==> config.mk <==
export PLATFORM = sky130hd
export DESIGN_NAME = dm_dmi_responder
export DESIGN_NICKNAME = d
export VERILOG_FILES = /design/src/rtl/dm_pkg.sv /design/src/rtl/dm_abstract_cmd.sv /design/src/rtl/dm_dmi_responder.sv
export SDC_FILE = /design/constraint.sdc
export NUM_CORES = 1
export LEC_CHECK = 0
export ABC_AREA = 1
export CORE_MARGIN = 3
export CORE_UTILIZATION = 45
export DETAILED_ROUTE_END_ITERATION = 10
export PLACE_DENSITY = 0.78
export SKIP_LAST_GASP = 1
export SLEW_MARGIN = 20
export SYNTH_ARGS = -nofsm -noshare
export SYNTH_HDL_FRONTEND = slang
export SYNTH_SLANG_ARGS = --single-unit
==> constraint.sdc <==
create_clock -name clk -period 1.9 [get_ports clk]
set_clock_uncertainty 0.1 [all_clocks]
set_input_delay 0.19 -clock clk [delete_from_list [all_inputs] [get_ports clk]]
set_output_delay 0.19 -clock clk [all_outputs]
set_load 0.02 [all_outputs]
==> src/rtl/dm_pkg.sv <==
`default_nettype none
// +---------------------------------------------------------------------------+
// | dm_pkg: shared types and register map for the DMI debug-module responder  |
// | Rev 1.0                                                                   |
// +---------------------------------------------------------------------------+
package dm_pkg;

   localparam logic [6:0] ADDR_DATA0      = 7'h04;
   localparam logic [6:0] ADDR_DMCONTROL  = 7'h10;
   localparam logic [6:0] ADDR_DMSTATUS   = 7'h11;
   localparam logic [6:0] ADDR_ABSTRACTCS = 7'h16;
   localparam logic [6:0] ADDR_COMMAND    = 7'h17;

   typedef enum logic [1:0] {
      DMI_NOP   = 2'd0,
      DMI_READ  = 2'd1,
      DMI_WRITE = 2'd2,
      DMI_RSVD  = 2'd3
   } dmi_op_e;

   typedef enum logic [1:0] {
      RESP_SUCCESS = 2'd0,
      RESP_FAILED  = 2'd2,
      RESP_BUSY    = 2'd3
   } dmi_resp_e;

   typedef enum logic [2:0] {
      CMDERR_NONE       = 3'd0,
      CMDERR_BUSY       = 3'd1,
      CMDERR_NOTSUP     = 3'd2,
      CMDERR_HALTRESUME = 3'd4
   } cmderr_e;

   typedef enum logic [0:0] {
      DMI_IDLE = 1'b0,
      DMI_RESP = 1'b1
   } dmi_state_e;

   typedef enum logic [1:0] {
      A_IDLE = 2'd0,
      A_REQ  = 2'd1,
      A_WAIT = 2'd2
   } abs_state_e;

   typedef struct packed {
      logic        haltreq;
      logic        resumereq;
      logic [27:0] rsvd;
      logic        ndmreset;
      logic        dmactive;
   } dmcontrol_t;

   typedef struct packed {
      logic [2:0]  rsvd3;
      logic [4:0]  progbufsize;
      logic [10:0] rsvd2;
      logic        busy;
      logic        rsvd1;
      logic [2:0]  cmderr;
      logic [3:0]  rsvd0;
      logic [3:0]  datacount;
   } abstractcs_t;

   typedef struct packed {
      logic [7:0]  cmdtype;
      logic        rsvd;
      logic [2:0]  aarsize;
      logic        aarpostincrement;
      logic        postexec;
      logic        transfer;
      logic        write;
      logic [15:0] regno;
   } acc_cmd_t;

   function automatic logic [31:0] dmstatus_value(input logic resumeack, input logic halted);
      logic [31:0] v;
      v       = '0;
      v[17]   = resumeack;
      v[16]   = resumeack;
      v[11]   = ~halted;
      v[10]   = ~halted;
      v[9]    = halted;
      v[8]    = halted;
      v[7]    = 1'b1;
      v[3:0]  = 4'd2;
      return v;
   endfunction

endpackage
`default_nettype wire

==> src/rtl/dm_abstract_cmd.sv <==
`default_nettype none
// +---------------------------------------------------------------------------+
// | dm_abstract_cmd: abstract access-register FSM driving the core reg port   |
// | Rev 1.0                                                                   |
// +---------------------------------------------------------------------------+
module dm_abstract_cmd
   import dm_pkg::*;
(
   input  logic        clk,
   input  logic        rst_n,
   input  logic        clear_i,
   input  logic        start_i,
   input  logic        write_i,
   input  logic [15:0] regno_i,
   input  logic [31:0] wdata_i,
   output logic        busy_o,
   output logic        done_o,
   output logic [31:0] rdata_o,
   output logic        reg_req_o,
   output logic        reg_we_o,
   output logic [15:0] reg_addr_o,
   output logic [31:0] reg_wdata_o,
   input  logic        reg_gnt_i,
   input  logic        reg_rvalid_i,
   input  logic [31:0] reg_rdata_i
);

   abs_state_e  state_q, state_d;
   logic        we_q, we_d;
   logic [15:0] addr_q, addr_d;
   logic [31:0] wdata_q, wdata_d;

   always_comb begin
      state_d = state_q;
      we_d    = we_q;
      addr_d  = addr_q;
      wdata_d = wdata_q;
      unique case (state_q)
         A_IDLE: begin
            if (start_i) begin
               state_d = A_REQ;
               we_d    = write_i;
               addr_d  = regno_i;
               wdata_d = wdata_i;
            end
         end
         A_REQ:   if (reg_gnt_i)    state_d = A_WAIT;
         A_WAIT:  if (reg_rvalid_i) state_d = A_IDLE;
         default: state_d = A_IDLE;
      endcase
      // dmactive low holds the whole access engine in reset
      if (clear_i) begin
         state_d = A_IDLE;
         we_d    = 1'b0;
         addr_d  = '0;
         wdata_d = '0;
      end
   end

   always_ff @(posedge clk) begin
      if (!rst_n) begin
         state_q <= A_IDLE;
         we_q    <= 1'b0;
         addr_q  <= '0;
         wdata_q <= '0;
      end else begin
         state_q <= state_d;
         we_q    <= we_d;
         addr_q  <= addr_d;
         wdata_q <= wdata_d;
      end
   end

   assign busy_o      = (state_q != A_IDLE);
   assign done_o      = (state_q == A_WAIT) && reg_rvalid_i;
   assign rdata_o     = reg_rdata_i;
   assign reg_req_o   = (state_q == A_REQ);
   assign reg_we_o    = we_q;
   assign reg_addr_o  = addr_q;
   assign reg_wdata_o = wdata_q;

endmodule
`default_nettype wire

==> src/rtl/dm_dmi_responder.sv <==
`default_nettype none
// +---------------------------------------------------------------------------+
// | dm_dmi_responder: DMI responder with minimal RISC-V debug module          |
// | Optional macro DM_BUSY_RESP_EN: busy accesses answer op 3 instead of      |
// | raising cmderr. Rev 1.0                                                   |
// +---------------------------------------------------------------------------+
module dm_dmi_responder
   import dm_pkg::*;
#(
   parameter int DMI_ADDR_W = 7,
   parameter int DMI_DATA_W = 32
) (
   input  logic                  clk,
   input  logic                  rst_n,
   input  logic                  dmi_req_valid_i,
   output logic                  dmi_req_ready_o,
   input  logic [DMI_ADDR_W-1:0] dmi_req_addr_i,
   input  logic [DMI_DATA_W-1:0] dmi_req_data_i,
   input  logic [1:0]            dmi_req_op_i,
   output logic                  dmi_resp_valid_o,
   input  logic                  dmi_resp_ready_i,
   output logic [DMI_DATA_W-1:0] dmi_resp_data_o,
   output logic [1:0]            dmi_resp_op_o,
   output logic                  halt_req_o,
   output logic                  resume_req_o,
   output logic                  ndmreset_o,
   input  logic                  halted_i,
   input  logic                  resumeack_i,
   output logic                  reg_req_o,
   output logic                  reg_we_o,
   output logic [15:0]           reg_addr_o,
   output logic [31:0]           reg_wdata_o,
   input  logic                  reg_gnt_i,
   input  logic                  reg_rvalid_i,
   input  logic [31:0]           reg_rdata_i
);

   dmi_state_e  dmi_state_q, dmi_state_d;
   logic [31:0] resp_data_q, resp_data_d;
   logic [1:0]  resp_op_q, resp_op_d;
   logic        dmactive_q, dmactive_d;
   logic        haltreq_q, haltreq_d;
   logic        resumereq_q, resumereq_d;
   logic        ndmreset_q, ndmreset_d;
   logic        resumeack_q, resumeack_d;
   logic [31:0] data0_q, data0_d;
   logic [2:0]  cmderr_q, cmderr_d;

   logic        cmd_start;
   logic        cmd_busy;
   logic        cmd_done;
   logic [31:0] cmd_rdata;
   logic        busy_viol;

   acc_cmd_t    cmd_wr;
   dmcontrol_t  dmc_wr;
   dmcontrol_t  dmc_rd;
   abstractcs_t acs_rd;
   logic        unused_data_bits;

   assign cmd_wr = dmi_req_data_i;
   assign dmc_wr = dmi_req_data_i;
   assign unused_data_bits = ^{cmd_wr.rsvd, cmd_wr.aarpostincrement, cmd_wr.postexec,
                               dmc_wr.rsvd};

   always_comb begin
      dmc_rd          = '0;
      dmc_rd.haltreq  = haltreq_q;
      dmc_rd.ndmreset = ndmreset_q;
      dmc_rd.dmactive = dmactive_q;
      acs_rd           = '0;
      acs_rd.busy      = cmd_busy;
      acs_rd.cmderr    = cmderr_q;
      acs_rd.datacount = 4'd1;
   end

   always_comb begin
      dmi_state_d = dmi_state_q;
      resp_data_d = resp_data_q;
      resp_op_d   = resp_op_q;
      dmactive_d  = dmactive_q;
      haltreq_d   = haltreq_q;
      resumereq_d = resumereq_q;
      ndmreset_d  = ndmreset_q;
      resumeack_d = resumeack_q;
      data0_d     = data0_q;
      cmderr_d    = cmderr_q;
      cmd_start   = 1'b0;
      busy_viol   = 1'b0;

      if (resumeack_i) begin
         resumereq_d = 1'b0;
         resumeack_d = 1'b1;
      end
      if (cmd_done && !reg_we_o) data0_d = cmd_rdata;

      unique case (dmi_state_q)
         DMI_IDLE: begin
            if (dmi_req_valid_i) begin
               dmi_state_d = DMI_RESP;
               resp_data_d = '0;
               resp_op_d   = RESP_SUCCESS;
               case (dmi_req_op_i)
                  DMI_READ: begin
                     case (dmi_req_addr_i)
                        ADDR_DATA0: begin
                           if (cmd_busy) busy_viol   = 1'b1;
                           else          resp_data_d = data0_q;
                        end
                        ADDR_DMCONTROL:  resp_data_d = dmc_rd;
                        ADDR_DMSTATUS:   resp_data_d = dmstatus_value(resumeack_q, halted_i);
                        ADDR_ABSTRACTCS: resp_data_d = acs_rd;
                        default:         resp_data_d = '0;
                     endcase
                  end
                  DMI_WRITE: begin
                     case (dmi_req_addr_i)
                        ADDR_DMCONTROL: begin
                           dmactive_d = dmc_wr.dmactive;
                           haltreq_d  = dmc_wr.haltreq;
                           ndmreset_d = dmc_wr.ndmreset;
                           // haltreq wins when both are written together
                           if (dmc_wr.resumereq && !dmc_wr.haltreq) begin
                              resumereq_d = 1'b1;
                              resumeack_d = 1'b0;
                           end
                        end
                        ADDR_DATA0: begin
                           if (dmactive_q) begin
                              if (cmd_busy) busy_viol = 1'b1;
                              else          data0_d   = dmi_req_data_i;
                           end
                        end
                        ADDR_ABSTRACTCS: begin
                           if (dmactive_q) begin
                              if (cmd_busy) busy_viol = 1'b1;
                              else          cmderr_d  = cmderr_q & ~dmi_req_data_i[10:8];
                           end
                        end
                        ADDR_COMMAND: begin
                           if (dmactive_q) begin
                              if (cmd_busy) begin
                                 busy_viol = 1'b1;
                              end else if (cmderr_q == CMDERR_NONE) begin
                                 if (cmd_wr.cmdtype != 8'd0 || cmd_wr.aarsize != 3'd2)
                                    cmderr_d = CMDERR_NOTSUP;
                                 else if (!halted_i)
                                    cmderr_d = CMDERR_HALTRESUME;
                                 else if (cmd_wr.transfer)
                                    cmd_start = 1'b1;
                              end
                           end
                        end
                        default: ;
                     endcase
                  end
                  DMI_RSVD: resp_op_d = RESP_FAILED;
                  default:  ;
               endcase
               if (busy_viol) begin
`ifdef DM_BUSY_RESP_EN
                  resp_op_d = RESP_BUSY;
`else
                  if (cmderr_q == CMDERR_NONE) cmderr_d = CMDERR_BUSY;
`endif
               end
            end
         end
         DMI_RESP: if (dmi_resp_ready_i) dmi_state_d = DMI_IDLE;
         default:  dmi_state_d = DMI_IDLE;
      endcase

      if (!dmactive_d) begin
         haltreq_d   = 1'b0;
         resumereq_d = 1'b0;
         ndmreset_d  = 1'b0;
         cmderr_d    = '0;
         data0_d     = '0;
      end
   end

   always_ff @(posedge clk) begin
      if (!rst_n) begin
         dmi_state_q <= DMI_IDLE;
         resp_data_q <= '0;
         resp_op_q   <= '0;
         dmactive_q  <= 1'b0;
         haltreq_q   <= 1'b0;
         resumereq_q <= 1'b0;
         ndmreset_q  <= 1'b0;
         resumeack_q <= 1'b0;
         data0_q     <= '0;
         cmderr_q    <= '0;
      end else begin
         dmi_state_q <= dmi_state_d;
         resp_data_q <= resp_data_d;
         resp_op_q   <= resp_op_d;
         dmactive_q  <= dmactive_d;
         haltreq_q   <= haltreq_d;
         resumereq_q <= resumereq_d;
         ndmreset_q  <= ndmreset_d;
         resumeack_q <= resumeack_d;
         data0_q     <= data0_d;
         cmderr_q    <= cmderr_d;
      end
   end

   dm_abstract_cmd u_abstract_cmd (
      .clk          (clk),
      .rst_n        (rst_n),
      .clear_i      (~dmactive_q),
      .start_i      (cmd_start),
      .write_i      (cmd_wr.write),
      .regno_i      (cmd_wr.regno),
      .wdata_i      (data0_q),
      .busy_o       (cmd_busy),
      .done_o       (cmd_done),
      .rdata_o      (cmd_rdata),
      .reg_req_o    (reg_req_o),
      .reg_we_o     (reg_we_o),
      .reg_addr_o   (reg_addr_o),
      .reg_wdata_o  (reg_wdata_o),
      .reg_gnt_i    (reg_gnt_i),
      .reg_rvalid_i (reg_rvalid_i),
      .reg_rdata_i  (reg_rdata_i)
   );

   assign dmi_req_ready_o  = (dmi_state_q == DMI_IDLE);
   assign dmi_resp_valid_o = (dmi_state_q == DMI_RESP);
   assign dmi_resp_data_o  = resp_data_q;
   assign dmi_resp_op_o    = resp_op_q;
   assign halt_req_o       = haltreq_q;
   assign resume_req_o     = resumereq_q;
   assign ndmreset_o       = ndmreset_q;

endmodule
`default_nettype wire

==> results by group <==
Die
  – IO Pins: 170
  – Cell row count: 39
  – Starting Density: a little under half
  – Die area: roughly 0.013 sq mm
  – Core footprint: 0.0116 sq mm
  – Die width: 116 um
  – Die extent in y: roughly 120 um

Setup path
  – Delay-heaviest family, CP: buffers and inverters
  – Setup crit start: dmi_req_data_i[30]
  – Critical path class: in -> reg
  – WP data required: 2.14 ns
  – Slowest cell on the critical path: clkdlybuf4s50_1
  – Most common cell on crit path: nor2_1
  – CP Depth: 10
  – Crit-path max cell delay: 0.46 ns
  – Worst Path Arrival: 1.99 ns
  – FF-to-FF path depth: 7
  – WP buf/inv: 3
  – Worst setup SP type: primary input
  – Crit end category: register
  – Crit-path cells: clkdlybuf4s50_1 -> nor2_1 -> nand2_1 -> nor2_1 -> nand2_1 -> nor3_4 -> buf_4 -> buf_12 -> a21oi_1 -> nor2_1
  – Worst-path fanout max: 31
  – RR Startpoint: cmderr_q[0]

Finish
  – Antenna Cells: 0
  – Area occupied by multi-input gates: 0.00245 sq mm
  – Area growth, synth to finish: 52.1%
  – Final net count: ~1000
  – Sequential cell area: roughly 0.0025 sq mm
  – Layout cell share with drive strength beyond 1: approximately 12%
  – FILL cells: a little over 900

Yosys
  – Ys Warns: 0
  – Most frequent cells after synthesis: 125 x dfxtp_1, 123 x a21oi_1, 110 x nand2_1, 108 x nor2_1, 79 x o21ai_0
  – FFs w/ async S/R, synth: 0%
  – Synth cell types: 30
  – Synth Area per Inst: ~7.2 sq um
  – Seq cells post-synth: 125
  – Top cell type's share of synthesized area: a little under half
  – Mapped cell area: around 0.0054 sq mm
  – Most frequent cell after synthesis: dfxtp_1
  – Largest cells by area after synthesis: dfxtp_1 46%, a21oi_1 11%, nand2_1 7.6%
  – Syn nets: 834
  – Seq/Total Area, Yosys: a little under half
  – Largest area contributor in the netlist: dfxtp_1
  – EDFF count, synth: 0
  – Synth Instances: 750
  – Top_reg_cell synth: dfxtp_1

Clock network
  – Root Driver: clkbuf_16
  – TritonCTS clock tree: built
  – Longest Clk Path Bufs: 2
  – Worst-Skew Late Latency: between 0.4 and 0.5 ns
  – CTS buffer count: 17
  – Sink Count: around 130
  – Clk pin slew, worst setup/hold paths: around 0.06 ns
  – Hold-fix buffers, CTS: 0
  – Htree depth: 4

STA
  – Period utilisation layout: just over 90%
  – RSZ-0062 raised after global routing: no
  – Setup TNS: 0 ns
  – Hold slack final: about 0.31 ns
  – Fin. Hold Viols: 0
  – Peak Freq: between 500 and 600 MHz
  – Final Setup Violations: 0
  – Tmin final: around 1.7 ns
  – Fin. max-slew vios: 0

Route
  – 1st-iter DRT viols: 504
  – Post-Route WL: approximately 18000 um
  – DR WL/cell: about 16 um
  – TritonRoute pass-1 iters: 5
  – Vias per cell: about 5.2
  – Drt drc: 0
  – Vias: 5752
  – Antenna Violating Nets Remaining: 0

Global routing
  – Antenna violations before repair: 1
  – Grt total ovfl: 0
  – Total GRT Usage: between 20% and 30%
  – Largest net degree at the start of global routing: 65
  – First-pass GRT wire length: about 28000 um
  – Vias in the first global route: around 5400

Power
  – Power per cell area: 770 mW/mm^2
  – Max IR drop VDD: ~770 uV
  – Static Leak: 3.15 nW

Outcome
  – Outcome: completed

Placement
  – GPL Wtd Cong: between 0.8 and 0.9
  – IO Port Bufs: approximately 170
  – Post-DP HPWL: about 13000 um

Run
  – Max-Cap Viols: 0

Min path
  – Worst hold path type: in -> reg
  – Hold Path Cell Cnt: 3
  – Min-delay src: dmi_req_data_i[23]
-- where the power goes --
group	switching, mW	internal, mW	leakage, nW	total (mW)
registers	0.00337	2.63	1.01	2.63
clock network	1.17	2.20	0.298	3.37
logic	0.148	0.208	1.84	0.356
-- cells in the final DEF (no fill, tap or decap), types with 11 or more instances in the layout --
master | Yosys | routed
clkdlybuf4s50_1 | 0 | 167
o21ai_0 | 79 | 78
nor3_2 | 15 | 15
nor2_1 | 108 | 107
nand2_1 | 110 | 110
a21oi_1 | 123 | 123
buf_12 | 0 | 11
inv_1 | 58 | 58
nor3_1 | 20 | 20
buf_4 | 3 | 46
dfxtp_1 | 125 | 125
clkbuf_16 | 0 | 17
nand3_1 | 26 | 25
-- logic make-up (layout without fill, tap and decap cells) --
| kind of cell | count (synthesis) | count (layout) | synth area share (%) |
|---|---|---|---|
| other | 1 | 1 | 0.0692 |
| AO/OA/AOI/OAI | 212 | 212 | 19.7 |
| flip-flops | 125 | 125 | 46.1 |
| buffers and inverters | 113 | 322 | 8.72 |
| AND/OR/NAND/NOR | 296 | 296 | 24.7 |
| adder cells (fa/ha/maj) | 3 | 3 | 0.692 |
-- area by class of cell --
| class | count | share of cell area (%) |
|---|---|---|
| multi-input combinational | 512 | 29.8 |
| clock inverter | 10 | 1.65 |
| sequential | 125 | 30.3 |
| tap | 143 | 2.17 |
| timing repair buffer | 225 | 27.2 |
| clock buffer | 22 | 5.87 |
| inverter | 65 | 2.96 |
-- metal layers --
layer	GRT usage (%)	share of wire, %	up-vias
met2	44.3	48	244
met3	5.01	7.1	27
li1	-	-	2853
met5	0	0.095	-
met4	9.98	2.1	2
met1	35.9	42	2626
-- registers in the layout (all words and copies together), names as in the netlist, 2 cells and up --
register                    cells
cmderr_q                        3
dmi_resp_data_o                32
u_abstract_cmd.state_q          2
u_abstract_cmd.reg_addr_o      16
u_abstract_cmd.reg_wdata_o     32
data0_q                        32
-- path summary, 6_finish.rpt --
check / to / slack (ns)
setup reg to reg: u_abstract_cmd.reg_addr_o[14] / 0.16
hold / removal: data0_q[23] / 0.31
hold reg to reg: dmi_resp_data_o[18] / 0.36
setup / recovery: u_abstract_cmd.reg_addr_o[14] / 0.15
-- per-stage QoR --
step,instances,power (mW),area [sq um],setup WS (ns),util (%)
6_report,1102,6.35,8250,0.154,71.0
5_1_grt,1102,6.52,8250,0.000293,71.0
4_1_cts,1102,6.37,8240,0.0759,71.0
3_5_place_dp,1070,3.04,7620,-0.267,65.7
3_3_place_gp,1070,3.04,7620,-0.201,65.7
2_1_floorplan,750,2.78,5420,0.206,-
-- tightest hold or removal path, delay by kind of cell --
kind,cells,cell delay (ns)
buffers and inverters,1,0.40
and+or+nand+nor,2,0.18
-- repair_timing --
action | in CTS | in global routing
pin swaps | 0 | 0
buffers inserted | 0 | 0
gates resized for setup | 1 | 2
endpoints found under the setup margin | 1 | 6
No activity file was read; power rests on OpenSTA's default activity.
